`config.mk`:
```
export PLATFORM = sky130hd
export DESIGN_NAME = framebuffer_writer
export DESIGN_NICKNAME = d
export VERILOG_FILES = /design/src/rtl/framebuffer_writer.sv
export SDC_FILE = /design/constraint.sdc
export NUM_CORES = 1
export LEC_CHECK = 0
export CAP_MARGIN = 20
export CORE_ASPECT_RATIO = 0.9
export CORE_MARGIN = 5
export CORE_UTILIZATION = 45
export CTS_CLUSTER_SIZE = 12
export DETAILED_ROUTE_END_ITERATION = 10
export GPL_TIMING_DRIVEN = 0
export PLACE_DENSITY = 0.67
export SLEW_MARGIN = 40
export SYNTH_ARGS = -nofsm -noshare
export SYNTH_HDL_FRONTEND = slang
export SYNTH_SLANG_ARGS = --single-unit
```
`constraint.sdc`:
```
create_clock -name clock -period 6.7 [get_ports clock]
set_input_delay 0.67 -clock clock [delete_from_list [all_inputs] [get_ports clock]]
set_output_delay 0.67 -clock clock [all_outputs]
set_load 0.03 [all_outputs]
```
`src/rtl/framebuffer_writer.sv`:
```
// rtl/framebuffer_writer.sv - pixel/clear/swap write engine for a double-buffered SRAM frame buffer
// Optional out-of-range pixel discard: define FB_BOUNDS_CHECK_EN.
module framebuffer_writer #(
  parameter int          WIDTH      = 640,
  parameter int          HEIGHT     = 480,
  parameter logic [19:0] BUF0_ADDR  = 20'h00000,
  parameter logic [19:0] BUF1_ADDR  = 20'h4B000,
  parameter int          FIFO_DEPTH = 4
) (
  input  logic        clock,
  input  logic        reset,
  input  logic        pix_valid,
  output logic        pix_ready,
  input  logic [9:0]  pix_x,
  input  logic [9:0]  pix_y,
  input  logic [15:0] pix_color,
  input  logic        clear_start,
  input  logic [15:0] clear_color,
  input  logic        swap_req,
  input  logic        completed_frame,
  input  logic        write_grant,
  output logic        write_enable,
  output logic [19:0] write_addr,
  output logic [15:0] write_data,
  output logic [19:0] front_buffer_addr,
  output logic        busy,
  output logic        swap_done
);
  localparam int          AW      = $clog2(FIFO_DEPTH);
  localparam logic [AW:0] FULL    = (AW+1)'(FIFO_DEPTH);
  localparam logic [19:0] WIDTH20 = 20'(WIDTH);
  localparam logic [19:0] LAST    = 20'(WIDTH * HEIGHT - 1);

  localparam logic [2:0] S_IDLE  = 3'd0;
  localparam logic [2:0] S_LOAD  = 3'd1;
  localparam logic [2:0] S_WRITE = 3'd2;
  localparam logic [2:0] S_CLEAR = 3'd3;
  localparam logic [2:0] S_SWAP  = 3'd4;

  logic [35:0]   fifo_q [FIFO_DEPTH];
  logic [AW-1:0] wr_ptr_q, rd_ptr_q;
  logic [AW:0]   count_q;
  logic          push, pop;

  logic [2:0]  state_q, state_d;
  logic        we_q, we_d;
  logic [19:0] addr_q, addr_d;
  logic [15:0] data_q, data_d;
  logic [19:0] cnt_q, cnt_d;
  logic [35:0] ent_q, ent_d;
  logic [19:0] front_q, front_d, back_q, back_d;
  logic        swap_done_q, swap_done_d;
  logic        clr_pend_q, clr_pend_d, swap_pend_q, swap_pend_d;
  logic [15:0] clr_color_q, clr_color_d;

  logic [35:0] head, ld_ent;
  logic [19:0] ld_addr;
  logic        ld_ok;

  assign pix_ready = (count_q != FULL) && !clr_pend_q && !swap_pend_q;
  assign push      = pix_valid && pix_ready;
  assign head      = fifo_q[rd_ptr_q];

  // Entry layout {x, y, color}; LOAD writes the popped entry, WRITE reloads straight from the head.
  assign ld_ent  = (state_q == S_LOAD) ? ent_q : head;
  assign ld_addr = back_q + ({10'd0, ld_ent[25:16]} * WIDTH20) + {10'd0, ld_ent[35:26]};
`ifdef FB_BOUNDS_CHECK_EN
  assign ld_ok = ({1'b0, ld_ent[35:26]} < 11'(WIDTH)) && ({1'b0, ld_ent[25:16]} < 11'(HEIGHT));
`else
  assign ld_ok = 1'b1;
`endif

  always_ff @(posedge clock) begin
    if (push) fifo_q[wr_ptr_q] <= {pix_x, pix_y, pix_color};
  end

  always_ff @(posedge clock or posedge reset) begin
    if (reset) begin
      wr_ptr_q <= '0;
      rd_ptr_q <= '0;
      count_q  <= '0;
    end else begin
      if (push) wr_ptr_q <= wr_ptr_q + 1'b1;
      if (pop)  rd_ptr_q <= rd_ptr_q + 1'b1;
      count_q <= count_q + {{AW{1'b0}}, push} - {{AW{1'b0}}, pop};
    end
  end

  always_comb begin
    state_d     = state_q;
    we_d        = we_q;
    addr_d      = addr_q;
    data_d      = data_q;
    cnt_d       = cnt_q;
    ent_d       = ent_q;
    front_d     = front_q;
    back_d      = back_q;
    swap_done_d = 1'b0;
    clr_pend_d  = clr_pend_q;
    swap_pend_d = swap_pend_q;
    clr_color_d = clr_color_q;
    pop         = 1'b0;
    if (clear_start && !clr_pend_q) begin
      clr_pend_d  = 1'b1;
      clr_color_d = clear_color;
    end
    if (swap_req && !swap_pend_q) swap_pend_d = 1'b1;
    case (state_q)
      S_IDLE: begin
        if (count_q == '0 && clr_pend_q) begin
          state_d = S_CLEAR;
          we_d    = 1'b1;
          addr_d  = back_q;
          data_d  = clr_color_q;
          cnt_d   = '0;
        end else if (count_q == '0 && swap_pend_q) begin
          state_d = S_SWAP;
        end else if (count_q != '0) begin
          pop     = 1'b1;
          ent_d   = head;
          state_d = S_LOAD;
        end
      end
      S_LOAD: begin
        we_d    = ld_ok;
        state_d = S_WRITE;
        if (ld_ok) begin
          addr_d = ld_addr;
          data_d = ld_ent[15:0];
        end
      end
      S_WRITE: begin
        // A discarded entry (we_q low) retires as if granted.
        if (!we_q || write_grant) begin
          if (count_q != '0 && !clr_pend_q && !swap_pend_q) begin
            pop  = 1'b1;
            we_d = ld_ok;
            if (ld_ok) begin
              addr_d = ld_addr;
              data_d = ld_ent[15:0];
            end
          end else begin
            we_d    = 1'b0;
            state_d = S_IDLE;
          end
        end
      end
      S_CLEAR: begin
        if (write_grant) begin
          if (cnt_q == LAST) begin
            we_d       = 1'b0;
            clr_pend_d = 1'b0;
            state_d    = S_IDLE;
          end else begin
            cnt_d  = cnt_q + 20'd1;
            addr_d = back_q + cnt_q + 20'd1;
          end
        end
      end
      S_SWAP: begin
        if (completed_frame) begin
          front_d     = back_q;
          back_d      = front_q;
          swap_done_d = 1'b1;
          swap_pend_d = 1'b0;
          state_d     = S_IDLE;
        end
      end
      default: state_d = S_IDLE;
    endcase
  end

  always_ff @(posedge clock or posedge reset) begin
    if (reset) begin
      state_q     <= S_IDLE;
      we_q        <= 1'b0;
      addr_q      <= '0;
      data_q      <= '0;
      cnt_q       <= '0;
      ent_q       <= '0;
      front_q     <= BUF0_ADDR;
      back_q      <= BUF1_ADDR;
      swap_done_q <= 1'b0;
      clr_pend_q  <= 1'b0;
      swap_pend_q <= 1'b0;
      clr_color_q <= '0;
    end else begin
      state_q     <= state_d;
      we_q        <= we_d;
      addr_q      <= addr_d;
      data_q      <= data_d;
      cnt_q       <= cnt_d;
      ent_q       <= ent_d;
      front_q     <= front_d;
      back_q      <= back_d;
      swap_done_q <= swap_done_d;
      clr_pend_q  <= clr_pend_d;
      swap_pend_q <= swap_pend_d;
      clr_color_q <= clr_color_d;
    end
  end

  assign write_enable      = we_q;
  assign write_addr        = addr_q;
  assign write_data        = data_q;
  assign front_buffer_addr = front_q;
  assign swap_done         = swap_done_q;
  assign busy              = (state_q != S_IDLE) || (count_q != '0) || clr_pend_q || swap_pend_q;
endmodule

```
==> out/qor.yml <==
setup_viol: 0
drt_pass1_iterations: 7
ys_seq_elements: 306
critPathKind: "register to register"
synth-warning-count: 0
cts_max_level: 2
first_global_vias: 9612
maxCapViolations: 0
arrival_ps: 6550
leakage_nw: 7.09
synth_nets: 1254
synth_ff_type: "dfrtp_1"
io_buffers: 118
relSlewSlack_pct: 42.5
r2r-start: "state_q[0]"
min-delay-start: "write_data[8]"
avgSynthCellArea_um2: 13.3
post_layout_nonfiller_instances: 1721
fill_cells: 2679
power_density_nw_per_um2: 489
die-area_um2: 36700
cts_hold_buf: 0
grt_use_total_pct: 18.1
clockBufferDepth: 3
hold_depth: 2
fin_ws_ps: 546
worstMarginPinSlew_ps: 860
multi_input_area_um2: 6190
synth_edf_count: 144
ys_types: 70
rsz0062_at_grt: "no"
crit_required_ps: 7100
ys_seq_area_share_pct: 56.5
synth-async-reset-ratio_pct: 52.9
cpPeakStageDelay_ps: 550
ff_latch_area_um2: 8380
clock_latency_ps: 520
num_io_pins: 119
wl_per_cell_um: 19.3
drc_errors: 0
hold_path_end: "write_data[8]"
crit_slowest_cell: "nor3b_1"
crit_path_cell_trace: "nor3b_1, clkbuf_1, clkbuf_2, mux2_2, ha_1, ha_1, inv_1, fa_1, nor2b_1, o21ai_0, a21boi_0, o21ai_0, nand2b_1, xnor2_1, ha_1, ha_1, inv_1, o21bai_1, a21oi_1, nor2b_1, a311oi_1, xnor2_1, o32ai_1, a211o_1"
area_delta_synth_final_pct: 20.0
period_needed_ps: 6150
fin_nets: 1415
reg2reg_to: "write_addr[19]"
start_kind: "register"
initial_core_util_pct: 45.3
fp.coreArea_um2: 32700
crit_path_end_kind: "register"
vias_per_cell: 5.50
cts_buffers: 34
grt_max_degree: 75
dp_hpwl_mm: 24.5
die_h_um: 182
post_cts_buffers: 0
post-place-ws_ps: 377
fin_tns_setup_ps: 0
synthTopCellsByArea: "edfxtp_1 (29%), dfrtp_1 (27%), mux2_2 (8.4%)"
synthMostInstantiatedCell: "dfrtp_1"
synthCells: 1112
place_congestion: 0.853
drive_gt1_share_pct: 17.6
netlist_area_um2: 14800
max_freq_mhz: 162
cpMostUsedCell: "ha_1"
gr-total-overflow: 0
clock_sinks: 306
grt_antenna_before_repair: 1
cts_root_buffer: "clkbuf_16"
worstPathMaxFanout: 10
wl_mm: 33.2
hold_viol: 0
place_inst: 1658
clk_pin_slew_ps: 60
grt_pass1_wl_mm: 53.4
first_iter_violations: 559
status: "finished clean"
vias: 9462
vdd_drop_max_mv: 0.266
die_w_um: 201
drv_slew: 0
worst-r2r-cell-count: 24
synthTopCellsByCount: "dfrtp_1 (158), edfxtp_1 (144), mux2_2 (111)"
min_path_type: "register to register"
cts_resized: 0
cts_tree: "built"
min_period_over_period_pct: 91.9
fin_skew_ps: 15.8
synth_top_area_share_pct: 29.2
synth_top_area_cell: "edfxtp_1"
ff2ff_setup_slack_ps: 550
fin_hold_ws_ps: 484
drtAntennaViolNets: 0
placementRows: 63
[flip-flops by register name (all words and copies together) (netlist names), 3 cells and up]
signal and flops:
state_q 3, cnt_q 20, clr_color_q 16, ent_q 36, fifo_q 144, count_q 3
write_addr 20, write_data 16, back_q 20, front_buffer_addr 20
[stage by stage]
stage / util, % / area [um^2] / power, mW
after floorplan: - / 14800 / 5.74
after global placement: 50.6 / 16500 / 6.87
after detailed placement: 51.1 / 16700 / 6.90
after CTS: 54.4 / 17800 / 8.75
after global routing: 54.4 / 17800 / 9.36
final: 54.4 / 17800 / 8.70
[worst max path at each step]
stage	cells past startpoint	slack, ps	to	from
after floorplan	24	1260	write_addr[19]	rd_ptr_q[0]
after global placement	2	-660	swap_done	reset
after detailed placement	24	380	write_addr[19]	state_q[0]
after CTS	24	360	write_addr[19]	state_q[0]
after global routing	24	180	write_addr[19]	state_q[0]
final	24	550	write_addr[19]	state_q[0]
[per-layer routing]
layer,up-vias,wire [um],GRT usage (%)
met5,-,0,0
met4,0,612,4.13
met3,43,1610,3.06
met2,207,15700,29.3
met1,4695,15300,26.0
li1,4517,-,-
[cell usage in the layout, fill, tap and decap left out, drive strengths merged, types with 10 or more instances in the layout]
cell type	n
inv	33
nor2	76
or3	10
dfrtp	158
a31oi	13
nand2	62
and3	15
mux2	111
a22o	16
nor2b	15
a21o	11
mux4	36
xnor2	34
edfxtp	144
clkdlybuf4s50	118
ha	76
o21ai	40
nand3	24
a21oi	64
buf	17
xor2	17
clkbuf	85
[cell type report]
class,instances,share of cell area (%)
antenna,1,0.0141
buffer,44,0.984
clock buffer,51,5.25
clock inverter,10,0.808
inverter,31,0.696
multi-input combinational,731,34.8
sequential,306,47.1
tap,422,2.97
timing repair buffer,125,7.44
[worst max-delay path: cells and delay by family (launching register included)]
family / cells / cell delay, ps
compound gates: 8 / 1440
xor+xnor: 2 / 300
fa+ha+maj: 5 / 1450
buf+inv: 4 / 1030
flops: 1 / 520
mux: 1 / 420
simple gates: 4 / 870
[cells by family (layout without fill, tap and decap cells)]
logic type | Yosys count | after routing | share of synthesized area [%]
buf+inv | 75 | 261 | 1.94
xor+xnor | 51 | 51 | 3.01
flops | 306 | 306 | 56.5
simple gates | 237 | 237 | 7.64
mux | 149 | 149 | 14.0
other cells | 0 | 1 | 0
fa+ha+maj | 83 | 83 | 7.36
compound gates | 211 | 211 | 9.50
[power by group]
group | leakage [nW] | switching, mW | internal (mW)
Sequential | 3.33 | 0.164 | 2.26
Combinational | 3.23 | 2.52 | 1.96
Clock | 0.525 | 0.734 | 1.06
No activity file was read; power rests on OpenSTA's default activity.
==> edit 1: new RTL, config.mk and constraints unchanged <==
Reset style: synchronous (`reset`), changed in 2 clocked blocks.
--- a/src/rtl/framebuffer_writer.sv
+++ b/src/rtl/framebuffer_writer.sv
@@ -75,5 +75,5 @@
   end
 
-  always_ff @(posedge clock or posedge reset) begin
+  always_ff @(posedge clock) begin
     if (reset) begin
       wr_ptr_q <= '0;
@@ -171,5 +171,5 @@
   end
 
-  always_ff @(posedge clock or posedge reset) begin
+  always_ff @(posedge clock) begin
     if (reset) begin
       state_q     <= S_IDLE;
Formal check against the unedited RTL: differs if reset is asserted again (counterexample within 4 cycles, from zero or initial values and one cycle with reset high); with reset held inactive, the same outputs for 4 cycles.
==> edit 1 against the unedited design <==
- sequential cell count increased by 2
- worst setup slack worse by 0.0024 ns
- combinational power increased by 1%
- sequential share of layout area fell by 3.4 points
- routed wire length up 16%
- die area is 1.6% lower
- cell area decreased by 2.2%
- clock skew is 0.0098 ns higher
- synthesized area is 1.7% lower
- cell count increased by 14%
- power decreased by 0.82%
- first-iteration DRC count up 75%
- sequential power is 2% lower
- critical path type unchanged
- largest cell class unchanged
- highest routed layer unchanged
==> edit 1: results (changes against the unedited design) <==
status finished clean; Inserted Diodes 0 (-1); All-Layer GR Usage 21.1% (+3.0 points); max reg flops 144 (unchanged); worst-margin pin slew 0.839 ns (-0.0209 ns); Net Count, Synth 1506 (+20%); largest net degree at the start of global routing 37 (-51%); Critical Path AT 6.60 ns (+0.05 ns); final period utilization 91.9% (about the same); RD Place Congestion 0.958 (+12%); met1 Use GR 31.0% (+5.0 points); share of post-route cells with drive strength above 1 8.24% (-9.4 points); Pre-antenna DRT Iters 6 (-1); Leak 0.00619 uW (-13%); pre-CTS WS 0.599 ns (+0.222 ns); hold wc startpoint ent_q[30]; Yosys warnings 0 (unchanged); most instantiated cells after synthesis 240 x nand2_1, 164 x dfxtp_1, 144 x edfxtp_1; async set-reset flop share out of synthesis 0% (-53 points); Root Driver clkbuf_16; post-DR vias/cell 5.66 (+2.9%); met3 Usage GRT 3.71% (+0.65 points); CP max-delay cell nor3b_1; post-DR wirelength/cell 19.6 um (+1.7%); reg2reg start state_q[1]; Synth area leaders edfxtp_1 30%, dfxtp_1 23%, ha_1 6.5%, nand2_1 6.2%, mux4_2 5.6%; maximum VDD drop 0.000375 V (+41%); initial antenna violation count 0 (-1); clk buf depth 3 (unchanged); Top Registers fifo_q (144), ent_q (36); Final Skew 0.0255 ns (+0.00976 ns); Nets 1664 (+18%); first-pass GRT wire length 59800 um (+12%); Netlist cell types 65 (-7.1%); Net Switching 3560 uW (+4.0%); worst hold endpoint ent_q[30]; DRT iter0 DRCs 977 (+75%); hpwl dp 28100 um (+15%); postcts setup bufs 0 (unchanged); register area share after synthesis 52.2% (-4.3 points); Primary FF master, synth dfxtp_1; vias in the first global route 10600 (+10%); CP endpoint write_addr[19]; clock latency on the worst-skew pair 0.54 ns (+0.02 ns); met2 GRT Util 32.5% (+3.2 points)
edit 1: cell type report:
type,count,area [um^2]
fillers,2777,14500
flip-flops and latches,308,7610
multi-input cells,949,6600
repair buffers,122,1260
clock buffers,47,931
well taps,416,520
plain buffers,76,295
inverters,31,116
clock inverters,9,86.3
edit 1: power groups by stage:
stage / sequential, uW / clock, uW / combinational, uW
after floorplan: 2570 / 0 / 3060
after global placement: 2400 / 0 / 4420
after detailed placement: 2410 / 0 / 4480
after CTS: 2380 / 1760 / 4520
after global routing: 2400 / 1850 / 4990
final: 2380 / 1720 / 4530
edit 1: critical path, delay by kind of cell, from the launching register on:
kind / cells / cell delay, ns
simple gates: 6 / 1.36
xor+xnor: 1 / 0.19
flops: 1 / 0.30
buf+inv: 4 / 1.19
fa+ha+maj: 5 / 1.51
compound gates: 7 / 1.08
mux: 1 / 0.45
edit 1: metrics by stage:
stage               power, uW  std cells  area, um^2  utilization [%]  hold WS (ns)
floorplan                5630       1364       14600                -         0.433
global placement         6820       1898       16300             50.9         0.438
detailed placement       6890       1902       16400             51.3         0.445
CTS                      8650       1958       17400             54.5         0.455
global route             9250       1958       17400             54.5         0.472
finish                   8630       1958       17400             54.5         0.454
edit 1: metal layers:
metal / vias up / share of wire [%]
met2: 375 / 46
li1: 5286 / -
met5: - / 0
met1: 5353 / 45
met3: 61 / 6.6
met4: 0 / 2.3
edit 1: logic make-up (layout without fill, tap and decap cells):
kind of cell / after synthesis / count (layout) / synth area share [%]
buffers and inverters: 107 / 285 / 2.80
AOI/OAI and AO/OA: 303 / 303 / 13.5
muxes: 61 / 61 / 7.44
DFF: 308 / 308 / 52.2
xor gates and xnor gates: 50 / 50 / 3.00
and+or+nand+nor: 452 / 452 / 13.6
adders and majority gates: 83 / 83 / 7.48
==> edit 2: new RTL, config.mk and constraints unchanged <==
Made on the original files. The option `FB_BOUNDS_CHECK_EN` is turned on by a define.
--- a/src/rtl/framebuffer_writer.sv
+++ b/src/rtl/framebuffer_writer.sv
@@ -1,4 +1,6 @@
 // rtl/framebuffer_writer.sv - pixel/clear/swap write engine for a double-buffered SRAM frame buffer
 // Optional out-of-range pixel discard: define FB_BOUNDS_CHECK_EN.
+`define FB_BOUNDS_CHECK_EN
+
 module framebuffer_writer #(
   parameter int          WIDTH      = 640,
Check against the original RTL: not equivalent (a bounded check fails within 4 cycles, from zero or initial values and one cycle with reset high).
==> edit 2 against the unedited design <==
- cell area up 0.63%
- power up 1.9%
- hold slack worse by 0.00066 ns
- sequential cell count unchanged
- worst setup slack worse by 0.10 ns
- largest power group unchanged
- utilization up 0.078 points
- largest cell class unchanged
- synthesized area up 0.81%
- routed wire length up 3.7%
- critical path depth up 2
==> edit 2: results (changes against the unedited design) <==
status finished clean; via count 9644 (+1.9%); Leak 0.00711 uW (+0.25%); fill cell count 2736 (+2.1%); Netlist cell types 67 (-4.3%); All-Layer GR Usage 18.9% (+0.74 points); R2R cell count 26 (+8.3%); Root Driver clkbuf_16; maximum VDD drop 0.000260 V (-2.1%); Final Skew 0.0247 ns (+0.00898 ns); CTS buffer count 34 (unchanged); largest net degree at the start of global routing 78 (+4.0%); Inserted Diodes 0 (-1); CP max-delay cell nor3b_2; Pre-antenna DRT Iters 5 (-2); Synth area leaders edfxtp_1 29%, dfrtp_1 26%, mux2_2 8.3%, ha_1 6.4%, mux4_2 5.4%; hpwl dp 25400 um (+3.6%); clock latency on the worst-skew pair 0.54 ns (+0.02 ns); worst-margin pin slew 0.822 ns (-0.0372 ns); most instantiated cells after synthesis 158 x dfrtp_1, 144 x edfxtp_1, 110 x mux2_2; reg2reg start state_q[2]; Critical Path AT 6.64 ns (+0.09 ns); first-pass GRT wire length 55100 um (+3.2%); Net Count, Synth 1266 (+0.96%); hold wc startpoint write_addr[1]; register area share after synthesis 56.1% (-0.45 points); Nets 1425 (+0.71%); Reg2Reg Setup Slack 0.44 ns (-0.10 ns); final wirelength 34500 um (+3.7%); maximum fanout along the worst path 10 (unchanged); DRT iter0 DRCs 644 (+15%); Placed Area 0.0168 mm^2 (+0.72%); Min Hold Slack 0.483 ns (-0.000662 ns); worst hold endpoint write_addr[1]; Critical Path Max Stage Delay 0.46 ns (-0.09 ns)
## edit 2: how the worst max path moves through the flow
stage / slack [ns] / end
6_report: 0.44 / write_addr[19]
5_1_grt: 0.02 / write_addr[19]
4_1_cts: 0.09 / write_addr[19]
3_5_place_dp: 0.14 / write_addr[19]
3_3_place_gp: -0.68 / ent_q[27]
2_1_floorplan: 1.03 / write_addr[19]
## edit 2: logic make-up after synthesis
| group | share of synthesized area, % |
|---|---|
| AO/OA/AOI/OAI | 9.44 |
| XOR/XNOR | 3.10 |
| adder cells (fa/ha/maj) | 7.30 |
| buffers and inverters | 2.22 |
| flip-flops | 56.1 |
| multiplexers | 14.0 |
| AND/OR/NAND/NOR | 7.90 |
## edit 2: repair_timing
| item | in CTS | in global routing |
|---|---|---|
| endpoints found under the hold margin | 0 | 0 |
| resized for setup | 0 | 6 |
| endpoints found under the setup margin | 0 | 2 |
## edit 2: report_power, final
part	internal [uW]	switching, uW	total [uW]	leakage, uW
registers	2260	164	2420	0.00331
logic	2000	2630	4630	0.00327
clock network	1070	744	1810	0.000522
## edit 2: area by class of cell
type                       instances  share of cell area [%]
timing repair buffer             124                    7.35
tap                              422                    2.95
clock inverter                     7                   0.719
clock buffer                      54                    5.34
multi-input combinational        743                    34.9
inverter                          28                   0.629
sequential                       306                    46.8
buffer                            46                    1.29
## edit 2: per-layer routing
layer / GRT usage (%) / part of all wire [%] / vias to the layer above
li1: - / - / 4575
met1: 27.2 / 46 / 4782
met2: 30.5 / 47 / 240
met3: 3.11 / 5.4 / 47
met4: 4.32 / 1.7 / 0
met5: 0 / 0 / -
## edit 2: metrics by stage
step	setup TNS, ns	cells	worst slack, ns
global placement	-105.08	1664	-0.677
detailed placement	0	1670	0.138
global route	0	1730	0.0168
finish	0	1730	0.443
floorplan	0	1124	1.03
CTS	0	1731	0.0856
## edit 2: critical path: cells and delay by family, from the launching register on
kind	cells	cell delay (ns)
buf+inv	5	1.05
fa+ha+maj	5	1.46
simple gates	5	1.11
compound gates	9	1.60
flops	1	0.35
mux	1	0.42
xor+xnor	1	0.13
